[src/rtl/telemetry_framer_pkg.sv]
// roversPackage: shared byte type, sync constants and frame-state encoding for the telemetry framer.
package roversPackage;
   typedef logic [7:0] bus08_t;
   localparam bus08_t SYNC0 = 8'hAA;
   localparam bus08_t SYNC1 = 8'h55;
   typedef enum logic [2:0] {IDLE, LOAD, SEND, GAP, DONE} frameState_t;
endpackage

[src/rtl/telemetry_framer_if.sv]
// telemetry_framer_if: byte handshake between the framer (master) and a UART transmitter (slave).
interface telemetry_framer_if;
   import roversPackage::*;
   bus08_t outByte;
   logic dataReady;
   logic uartReady;
   modport master (output outByte, output dataReady, input uartReady);
   modport slave (input outByte, input dataReady, output uartReady);
endinterface

[src/rtl/telemetry_framer_rate_ticker.sv]
// rate_ticker: one-cycle tick every CLKFREQ/RATE_HZ sclk cycles, counting 0..period-1.
module rate_ticker #(
   parameter int CLKFREQ = 100_000_000,
   parameter int RATE_HZ = 50
) (
   input  logic sclk,
   input  logic rstn,
   output logic tick
);
   localparam int PERIOD = (CLKFREQ / RATE_HZ < 1) ? 1 : CLKFREQ / RATE_HZ;
   localparam int CW = (PERIOD > 1) ? $clog2(PERIOD) : 1;
   logic [CW-1:0] count;
   assign tick = count == CW'(PERIOD - 1);
   always_ff @(posedge sclk)
      if (!rstn || tick) count <= '0;
      else count <= count + CW'(1);
endmodule

[src/rtl/telemetry_framer.sv]
// telemetry_framer: frames a chData snapshot as AA 55 SEQ LEN payload CHK over a ready/valid byte link.
module telemetry_framer
   import roversPackage::*;
#(
   parameter int CLKFREQ = 100_000_000,
   parameter int FRAME_HZ = 50,
   parameter bit AUTO_SEND = 1'b1,
   parameter int NUM_CH = 4,
   parameter int CH_BYTES = 2
) (
   input  logic sclk,
   input  logic rstn,
   telemetry_framer_if.master uart,
   input  logic sendReq,
   input  logic [NUM_CH*CH_BYTES*8-1:0] chData,
   output logic busy,
   output logic frameDone,
   output logic [7:0] overrunCount
);
   localparam int LEN = NUM_CH * CH_BYTES;
   localparam int LAST = LEN + 4;
   localparam int IW = $clog2(LAST + 1);
   frameState_t state;
   logic [LEN*8-1:0] snap, frameBuf;
   logic [IW-1:0] idx;
   bus08_t seq, chk, curByte;
   logic pending, tick, trigger, xfer;
   rate_ticker #(.CLKFREQ(CLKFREQ), .RATE_HZ(FRAME_HZ)) ticker (.sclk(sclk), .rstn(rstn), .tick(tick));
   assign trigger = sendReq | (AUTO_SEND & tick);
   assign xfer = uart.dataReady & uart.uartReady;
   // Payload is reordered at snapshot time so the next byte to send always sits in frameBuf[7:0].
   always_comb begin
      snap = '0;
      for (int c = 0; c < NUM_CH; c++)
         for (int j = 0; j < CH_BYTES; j++)
            snap[(c*CH_BYTES + j)*8 +: 8] = chData[(c*CH_BYTES + CH_BYTES - 1 - j)*8 +: 8];
   end
   assign curByte = (idx == IW'(0)) ? SYNC0 :
                    (idx == IW'(1)) ? SYNC1 :
                    (idx == IW'(2)) ? seq :
                    (idx == IW'(3)) ? bus08_t'(LEN) :
                    (idx == IW'(LAST)) ? chk : frameBuf[7:0];
   assign uart.dataReady = state == SEND;
   assign uart.outByte = (state == SEND) ? curByte : 8'h00;
   assign busy = (state == LOAD) || (state == SEND) || (state == GAP);
   assign frameDone = state == DONE;
   always_ff @(posedge sclk) begin
      if (!rstn) begin
         state <= IDLE;
         pending <= 1'b0;
         seq <= 8'h00;
         chk <= 8'h00;
         idx <= '0;
         overrunCount <= 8'h00;
      end else begin
         // LOAD consumes the waiting trigger, so a trigger landing in LOAD is kept rather than counted as dropped.
         pending <= trigger | (pending & (state != LOAD));
         if (trigger && pending && state != LOAD && overrunCount != 8'hFF)
            overrunCount <= overrunCount + 8'h01;
         case (state)
            IDLE: if (pending || trigger) state <= LOAD;
            LOAD: begin
               state <= SEND;
               idx <= '0;
               chk <= 8'h00;
               frameBuf <= snap;
            end
            SEND: if (xfer) begin
               state <= (idx == IW'(LAST)) ? DONE : GAP;
               idx <= idx + IW'(1);
               if (idx >= IW'(2) && idx < IW'(LAST)) chk <= chk + curByte;
               if (idx >= IW'(4) && idx < IW'(LAST)) frameBuf <= frameBuf >> 8;
            end
            GAP: state <= SEND;
            DONE: begin
               state <= IDLE;
               seq <= seq + 8'h01;
            end
            default: state <= IDLE;
         endcase
      end
   end
endmodule

[src/flat_wrapper.sv]
// flat-port wrapper written by rule: the top's interface ports become plain ports
module telemetry_framer_flat import roversPackage::*;
#(
   parameter int CLKFREQ = 100_000_000,
   parameter int FRAME_HZ = 50,
   parameter bit AUTO_SEND = 1'b1,
   parameter int NUM_CH = 4,
   parameter int CH_BYTES = 2
)
  (sclk, rstn, sendReq, chData, busy, frameDone, overrunCount, uart_outByte, uart_dataReady, uart_uartReady);
  telemetry_framer_if uart_i ();
  input  logic sclk;
  input  logic rstn;
  input  logic sendReq;
  input  logic [NUM_CH*CH_BYTES*8-1:0] chData;
  output logic busy;
  output logic frameDone;
  output logic [7:0] overrunCount;
  output wire logic [$bits(uart_i.outByte)-1:0] uart_outByte;
  output wire logic [$bits(uart_i.dataReady)-1:0] uart_dataReady;
  input wire logic [$bits(uart_i.uartReady)-1:0] uart_uartReady;
  assign uart_outByte = uart_i.outByte;
  assign uart_dataReady = uart_i.dataReady;
  assign uart_i.uartReady = uart_uartReady;
  telemetry_framer #(.CLKFREQ(CLKFREQ), .FRAME_HZ(FRAME_HZ), .AUTO_SEND(AUTO_SEND), .NUM_CH(NUM_CH), .CH_BYTES(CH_BYTES)) u_core (.sclk(sclk), .rstn(rstn), .uart(uart_i), .sendReq(sendReq), .chData(chData), .busy(busy), .frameDone(frameDone), .overrunCount(overrunCount));
endmodule
[config.mk]
export PLATFORM = sky130hd
export DESIGN_NAME = telemetry_framer_flat
export DESIGN_NICKNAME = d
export VERILOG_FILES = /design/src/rtl/telemetry_framer_pkg.sv /design/src/rtl/telemetry_framer_if.sv /design/src/rtl/telemetry_framer_rate_ticker.sv /design/src/rtl/telemetry_framer.sv /design/src/flat_wrapper.sv
export SDC_FILE = /design/constraint.sdc
export NUM_CORES = 1
export LEC_CHECK = 0
export CORE_UTILIZATION = 35
export CTS_CLUSTER_DIAMETER = 200
export DETAILED_ROUTE_END_ITERATION = 7
export GPL_TIMING_DRIVEN = 0
export REMOVE_ABC_BUFFERS = 1
export SETUP_SLACK_MARGIN = 0.05
export SKIP_CTS_REPAIR_TIMING = 1
export SYNTH_ARGS = -nofsm -noshare
export SYNTH_HDL_FRONTEND = slang
export SYNTH_SLANG_ARGS = --single-unit
[constraint.sdc]
create_clock -name sclk -period 10.25 [get_ports sclk]
set_clock_uncertainty 0.2 [all_clocks]
set_input_delay 2.05 -clock sclk [delete_from_list [all_inputs] [get_ports sclk]]
set_output_delay 2.05 -clock sclk [all_outputs]
set_load 0.02 [all_outputs]
==> results of run 1 <==
-- power breakdown --
| part | switching (W) | total [W] | internal [W] |
|---|---|---|---|
| Clock | 0.000197 | 0.000554 | 0.000357 |
| Combinational | 0.0000636 | 0.000118 | 0.0000541 |
| Sequential | 0.00000713 | 0.000525 | 0.000518 |
-- state kept, by name, summed over array words and instances (netlist names) --
register             cells
u_core.seq               8
u_core.chk               8
u_core.frameBuf         64
u_core.overrunCount      8
u_core.pending           1
u_core.idx               4
u_core.ticker.count     21
u_core.state             3
-- kinds of logic after synthesis --
family / synth area share (%)
flip-flops: 51.84
XOR/XNOR: 4.566
AO/OA/AOI/OAI: 7.002
multiplexers: 1.696
adder cells (fa/ha/maj): 3.609
AND/OR/NAND/NOR: 28.27
buffers and inverters: 3.022
-- worst max-delay path by stage --
stage	startpoint	to	slack, ns	cells after the start
floorplan	uart_uartReady	u_core.frameBuf[0]	4.01	3
global placement	rstn	u_core.frameBuf[60]	1.51	3
detailed placement	u_core.state[0]	uart_outByte[5]	5.09	6
CTS	u_core.state[0]	uart_outByte[5]	4.64	6
global route	u_core.state[0]	uart_outByte[3]	4.46	6
finish	u_core.state[0]	uart_outByte[5]	4.69	6
-- cells in the mapped netlist (all sizes together) (2+ instances only) --
library cell	instances	share of area, %
a222oi	4	0.70
and2	13	1.4
nor3	12	1.1
dfxtp	53	18
mux2i	3	0.52
or4	4	0.52
nor4	5	1.2
or3	2	0.22
o41ai	2	0.30
mux2	6	1.2
o21ai	6	0.52
nand4	15	1.7
xor2	15	2.3
or3b	2	0.30
and3	7	0.76
a22o	3	0.46
ha	15	3.3
o31ai	4	0.52
a21oi	21	1.8
a31oi	2	0.22
nor3b	3	0.48
a21o	3	0.39
a21boi	3	0.39
or2	3	0.33
o211ai	2	0.26
edfxtp	64	33
buf	4	0.54
and4	2	0.30
nand3	25	2.2
inv	15	0.98
nand2	195	13
nor2	47	3.2
nor4b	2	0.57
xnor2	15	2.3
nand2b	2	0.22
clkbuf	22	1.4
-- stage by stage --
stage	hold WS (ns)	cells	cell area (µm²)	power [W]
CTS	0.2795	927	7407	0.001210
finish	0.2822	927	7407	0.001197
detailed placement	0.2739	895	6854	0.0006532
global placement	0.2585	892	6771	0.0006496
global route	0.3035	927	7407	0.001246
floorplan	0.2415	590	5640	0.0005975
-- cell type report --
class | count | area, µm²
fillers | 1516 | 8536
clock inverters | 5 | 50.05
well taps | 216 | 270.3
multi-input cells | 457 | 2611
repair buffers | 89 | 928.4
inverters | 16 | 61.31
flip-flops and latches | 117 | 2983
clock buffers | 27 | 503.0
-- layer usage --
layer  wire length, µm  share of wire [%]  up-vias  track usage, %
li1                  -                  -     2295               -
met1              5710                 46     2127           18.98
met2              5749                 46      126           25.81
met3               795                6.4       19           5.330
met4               236                1.9        0           7.934
met5                 0                  0        -               0
-- worst register-to-register path: cells and delay by family, from the launching register on --
family                   cells  cell delay, ns
buffers and inverters        2            0.19
multiplexers                 1            0.40
flip-flops                   1            0.50
AO/OA/AOI/OAI                5            1.24
AND/OR/NAND/NOR              3            0.50
adder cells (fa/ha/maj)      3            0.68
-- layout by cell type, fill, tap and decap left out, types with 3 or more instances in the layout --
cell type        count
ha_1                15
edfxtp_1            64
clkbuf_16           17
nand4_1             14
clkinv_2             5
clkdlybuf4s50_1     86
clkbuf_1             6
dfxtp_1             53
mux2_2               6
or4_1                4
a21boi_0             3
nor3_1              11
mux2i_1              3
a22o_1               3
a21o_1               3
nand2_1            193
xor2_1              15
inv_1               14
and3_1               7
clkbuf_8             4
a21oi_1             20
xnor2_1             15
and2_1              13
o21ai_0              6
o31ai_1              4
a222oi_1             4
nand3_1             25
nor2_1              46
==> summary.txt, run 1 <==
Yosys
  – Yosys reg bits: ~120
  – Mapped Area: about 5800 µm²
  – Synth cell types: between 60 and 70
  – Mean Syn Cell Area: ~9.3 µm²
  – EDFF count, synth: 64
  – Async S/R FF share, synth: 0%
  – YS warnings: 0
  – Synth Flop Type: edfxtp_1
  – Cells after Synth: 616
  – Seq/Total Area, Yosys: around half

Hold path
  – Hold depth: 2
  – Hold Path End: u_core.overrunCount[5]
  – Hold Startpoint: u_core.overrunCount[5]
  – Hold crit path type: register to register

Setup path
  – Critical path's slowest cell: clkinv_2
  – R2r setup slk: 6.43 ns
  – Reg-to-Reg Start: u_core.idx[0]
  – Max incr delay on CP: a little under 0.7 ns
  – Buf/Inv on CP: 3
  – Reg2reg end: u_core.chk[6]
  – Worst-path cell chain: nor2_1 -> nand2_2 -> buf_12 -> clkinv_2 -> and2_1 -> clkdlybuf4s50_1
  – Type of the worst setup path: register to output pin
  – Worst Path Max Fanout: 61
  – Cell family with most CP delay: buffers and inverters
  – Critical path launch point type: register
  – Worst R2R Path Depth: 14
  – Worst setup EP type: output pin
  – Worst EP required: ~8.0 ns
  – Worst EP arrival: approximately 3.3 ns

Clocking
  – CTS tree: yes
  – CTS Buf Count: 17
  – H-tree depth: 4
  – Worst-skew pair later-pin latency: approximately 0.42 ns
  – Root Driver: clkbuf_16
  – Clk buf depth: 2
  – Clk sinks: about 120
  – Clock-pin slew on the worst setup and hold paths: 0.05 ns

Power
  – PwrDens: roughly 160 nW/µm²
  – Peak VDD IR: ~0.00010 V
  – LEAKAGE: between 2 and 3 nW

Die
  – Initial Utilization: roughly 36%
  – Die area: roughly 17000 µm²
  – Cell row count: 46
  – Die height: ~130 µm
  – Io pins: 87
  – Core area: between 15000 and 20000 µm²
  – Die Width: approximately 130 µm

Timing
  – Fin crit share: around 54%
  – RSZ-0062 raised after global routing: no
  – Hold Vio Cnt, Final: 0
  – Fin Setup TNS: 0 ns
  – Slew of the pin with the lowest slew margin: roughly 1.1 ns
  – Worst setup margin: around 4.7 ns
  – Fin crit period: between 5 and 6 ns
  – Setup violations, final: 0
  – Max Fclk: about 180 MHz
  – Max-slew violations: 0
  – Max transition margin: 28.74%

Final layout
  – Share of layout cells above drive strength 1: about 7%
  – # diodes: 0
  – Nets@finish: approximately 780
  – Area growth, synth to finish: 28.72%
  – Final Util: between 40 and 50%

Place
  – GP Congestion: 0.8293
  – Port-buffer cells: 86
  – Final HPWL DP: roughly 8.5 mm
  – Setup WS pre-CTS: about 5 ns

Outcome
  – Outcome: complete, no violations

GRT
  – Largest net degree at the start of global routing: 62
  – Vias in the first global route: 4504
  – First-pass GRT wire length: ~21 mm
  – Initial antenna violation count: 0
  – Overflow after GRT: 0
  – Gr usage total: between 10% and 20%

Detailed routing
  – Total number of vias: 4567
  – Avg WL per Cell: between 10 and 15 µm
  – WL final: roughly 12 mm
  – Post-DRT Antenna Nets: 0
  – Detailed Route Iter0 Violations: around 240
  – # DRC: 0
  – DRT Pass-1 Iters: 5
  – Vias per inst: 4.927

Run
  – MaxCap Viol Count: 0
Note: power is estimated with default switching activity, not from simulation.
==> run 2: changes to the inputs <==
clock period = 5.8 ns   (was 10.25 ns; I/O delays follow)
==> results of run 2 <==
Same layout as run 1 (identical final DEF). Status: complete, no violations.
Among the figures that moved: setup slack after placement 5.092 ns -> 1.532 ns; setup slack after layout 4.694 ns -> 1.134 ns; register-to-register setup slack 6.43 ns -> 1.98 ns; total power 0.001197 W -> 0.002115 W; worst IR drop on VDD 0.0001020 V -> 0.0001802 V
==> run 3: changes to the inputs <==
clock period = 3.8 ns   (was 5.8 ns; I/O delays follow)
==> run 3 against run 2 <==
Against the previous run:
- setup slack worse by 0.92 ns
- critical path depth increased by 1
- flip-flop and latch count stayed put
- global-route usage unchanged
- hold slack is essentially flat
- total power increased by 53%
- final area rose by 0.74%
- clock power grew 52%
- die area is the same
- via count about the same
- highest routed layer unchanged
==> summary.txt, run 3 (same netlist as run 1, synthesis figures left out) <==
Outcome
  – Outcome: complete, no violations

Die
  – Cell row count: 46 (unchanged)
  – Die Width: 130.2 µm (unchanged)
  – Initial Utilization: 36.09% (unchanged)
  – Io pins: 87 (unchanged)
  – Die height: 130.2 µm (unchanged)
  – Die area: 16960 µm² (unchanged)
  – Core area: 15940 µm² (unchanged)

Clocking
  – CTS tree: yes
  – Worst-skew pair later-pin latency: 0.41 ns (about the same)
  – Clk sinks: 117 (unchanged)
  – Clk buf depth: 2 (unchanged)
  – H-tree depth: 4 (unchanged)
  – Clock-pin slew on the worst setup and hold paths: 0.05 ns (about the same)
  – CTS Buf Count: 17 (unchanged)
  – Root Driver: clkbuf_16

Final layout
  – Nets@finish: 782 (unchanged)
  – Fin cells: 927 (unchanged)
  – Area of the multi-input gates: 2641 µm² (+1.2%)
  – Most frequent cells in the layout: nand2_1, clkdlybuf4s50_1, edfxtp_1
  – FF/Latch Area: 2987 µm² (+0.13%)
  – Final Util: 46.81% (+0.35 points)
  – Commonest non-fill, non-tap cell in the layout: nand2_1
  – # diodes: 0 (unchanged)
  – Max FFs per register: 64 (unchanged)
  – Fillcell total: 1513 (-0.20%)
  – Largest Register: u_core.frameBuf
  – Final Instance Area: 7462 µm² (+0.74%)
  – Share of layout cells above drive strength 1: 8.298% (+1.3 points)
  – Area growth, synth to finish: 29.68%
  – Biggest regs: u_core.frameBuf x64, u_core.ticker.count x21

Setup path
  – Max incr delay on CP: 0.64 ns (-0.05 ns)
  – Critical path's slowest cell: clkdlybuf4s50_1
  – Worst-path cell chain: inv_1 -> ha_1 -> and2_2 -> a31oi_2 -> and2_1 -> nor2_1 -> clkdlybuf4s50_1
  – Worst EP arrival: 2.63 ns (-0.68 ns)
  – Worst Path Max Fanout: 12 (-80%)
  – Type of the worst setup path: register to output pin
  – Critical path launch point type: register
  – Worst EP required: about 2.8 ns
  – Worst setup EP type: output pin

Detailed routing
  – Detailed Route Iter0 Violations: 285 (+21%)
  – Post-DRT Antenna Nets: 0 (unchanged)
  – DRT Pass-1 Iters: 5 (unchanged)
  – WL final: 12.46 mm (-0.23%)
  – Avg WL per Cell: 13.44 µm (-0.23%)
  – Vias per inst: 4.931 (about the same)
  – Total number of vias: 4571 (+0.088%)
  – # DRC: 0 (unchanged)

Power
  – Reg power frac: 43.9% (about the same)
  – Peak VDD IR: between 0.0002 and 0.0003 V
  – Power share of the clock group: 46.3% (about the same)
  – Net Sw Frac: between 20% and 30%
  – Comb power frac: 9.9% (about the same)
  – LEAKAGE: 2.924 nW (+4.2%)
  – Switch Pwr: between 0.0007 and 0.0008 W
  – PwrDens: about 430 nW/µm²
  – Int Pwr: 0.002507 W

Place
  – GP Congestion: 0.8293 (unchanged)
  – Port-buffer cells: 86 (unchanged)
  – Final HPWL DP: 8.543 mm (unchanged)
  – Cell total after placement: 895 (unchanged)
  – Placed cell area: 6854 µm² (unchanged)

Run
  – MaxCap Viol Count: 0 (unchanged)

GRT
  – Vias in the first global route: 4504 (unchanged)
  – Overflow after GRT: 0 (unchanged)
  – Met2 Use GR: 25.81% (unchanged)
  – Gr usage total: 15.96% (unchanged)
  – Initial antenna violation count: 0 (unchanged)
  – First-pass GRT wire length: 20.90 mm (unchanged)
  – Largest net degree at the start of global routing: 62 (unchanged)
  – Met1 GRT Util: 18.98% (unchanged)
  – Busiest layer in global routing: met2
  – Met3 usage in global routing: 5.330% (unchanged)

Timing
  – Max-slew violations: 0 (unchanged)
  – Fin crit period: between 3 and 4 ns
  – Slew of the pin with the lowest slew margin: 1.062 ns (-0.006052 ns)
  – RSZ-0062 raised after global routing: no
  – Fin Setup TNS: 0 ns (unchanged)
  – Max transition margin: 29.14% (+0.40 points)
  – Max Fclk: around 280 MHz
  – Hold Vio Cnt, Final: 0 (unchanged)
  – Setup violations, final: 0 (unchanged)
  – Fin crit share: between 90% and 100%

Hold path
  – Hold crit path type: register to register
==> run 3: final cells by class <==
cell class | instances | share of cell area [%]
Timing Repair Buffer | 89 | 12.64
Multi-Input combinational cell | 457 | 35.40
Inverter | 16 | 0.9054
Tap cell | 216 | 3.622
Clock buffer | 27 | 6.740
Sequential cell | 117 | 40.02
Clock inverter | 5 | 0.6707
==> run 3: worst paths after layout <==
check                         startpoint                     end  slack (ns)  cells past startpoint
setup / recovery           u_core.idx[0]         uart_outByte[7]        0.21                      7
hold / removal    u_core.overrunCount[5]  u_core.overrunCount[5]        0.28                      2
setup reg to reg           u_core.idx[0]           u_core.chk[6]        0.31                     14
hold reg to reg   u_core.overrunCount[5]  u_core.overrunCount[5]        0.28                      2
==> run 3: worst max-delay path, delay by kind of cell (launching register included) <==
family / cells / cell delay [ns]
AO/OA/AOI/OAI: 1 / 0.09
adder cells (fa/ha/maj): 1 / 0.29
buffers and inverters: 2 / 0.74
flip-flops: 1 / 0.37
AND/OR/NAND/NOR: 3 / 0.73
==> run 3: metal layers <==
| metal | vias up | share of wire (%) |
|---|---|---|
| li1 | 2298 | - |
| met1 | 2112 | 45 |
| met2 | 139 | 46 |
| met3 | 22 | 6.9 |
| met4 | 0 | 2.3 |
| met5 | - | 0 |
==> run 3: power groups by stage <==
| stage | combinational, W | sequential, W | clock, W |
|---|---|---|---|
| global route | 0.000359 | 0.00142 | 0.00158 |
| detailed placement | 0.000321 | 0.00144 | 0 |
| floorplan | 0.000171 | 0.00144 | 0 |
| global placement | 0.000307 | 0.00145 | 0 |
| CTS | 0.000322 | 0.00142 | 0.00153 |
| finish | 0.000319 | 0.00142 | 0.00149 |
==> run 3: per-stage QoR <==
stage	hold slack [ns]	power [W]	setup WS (ns)
6_report	0.2824	0.003231	0.2142
2_1_floorplan	0.2415	0.001612	-1.148
5_1_grt	0.3035	0.003363	0.02029
3_3_place_gp	0.2585	0.001752	-3.646
3_5_place_dp	0.2739	0.001762	-0.06760
4_1_cts	0.2795	0.003263	-0.5232
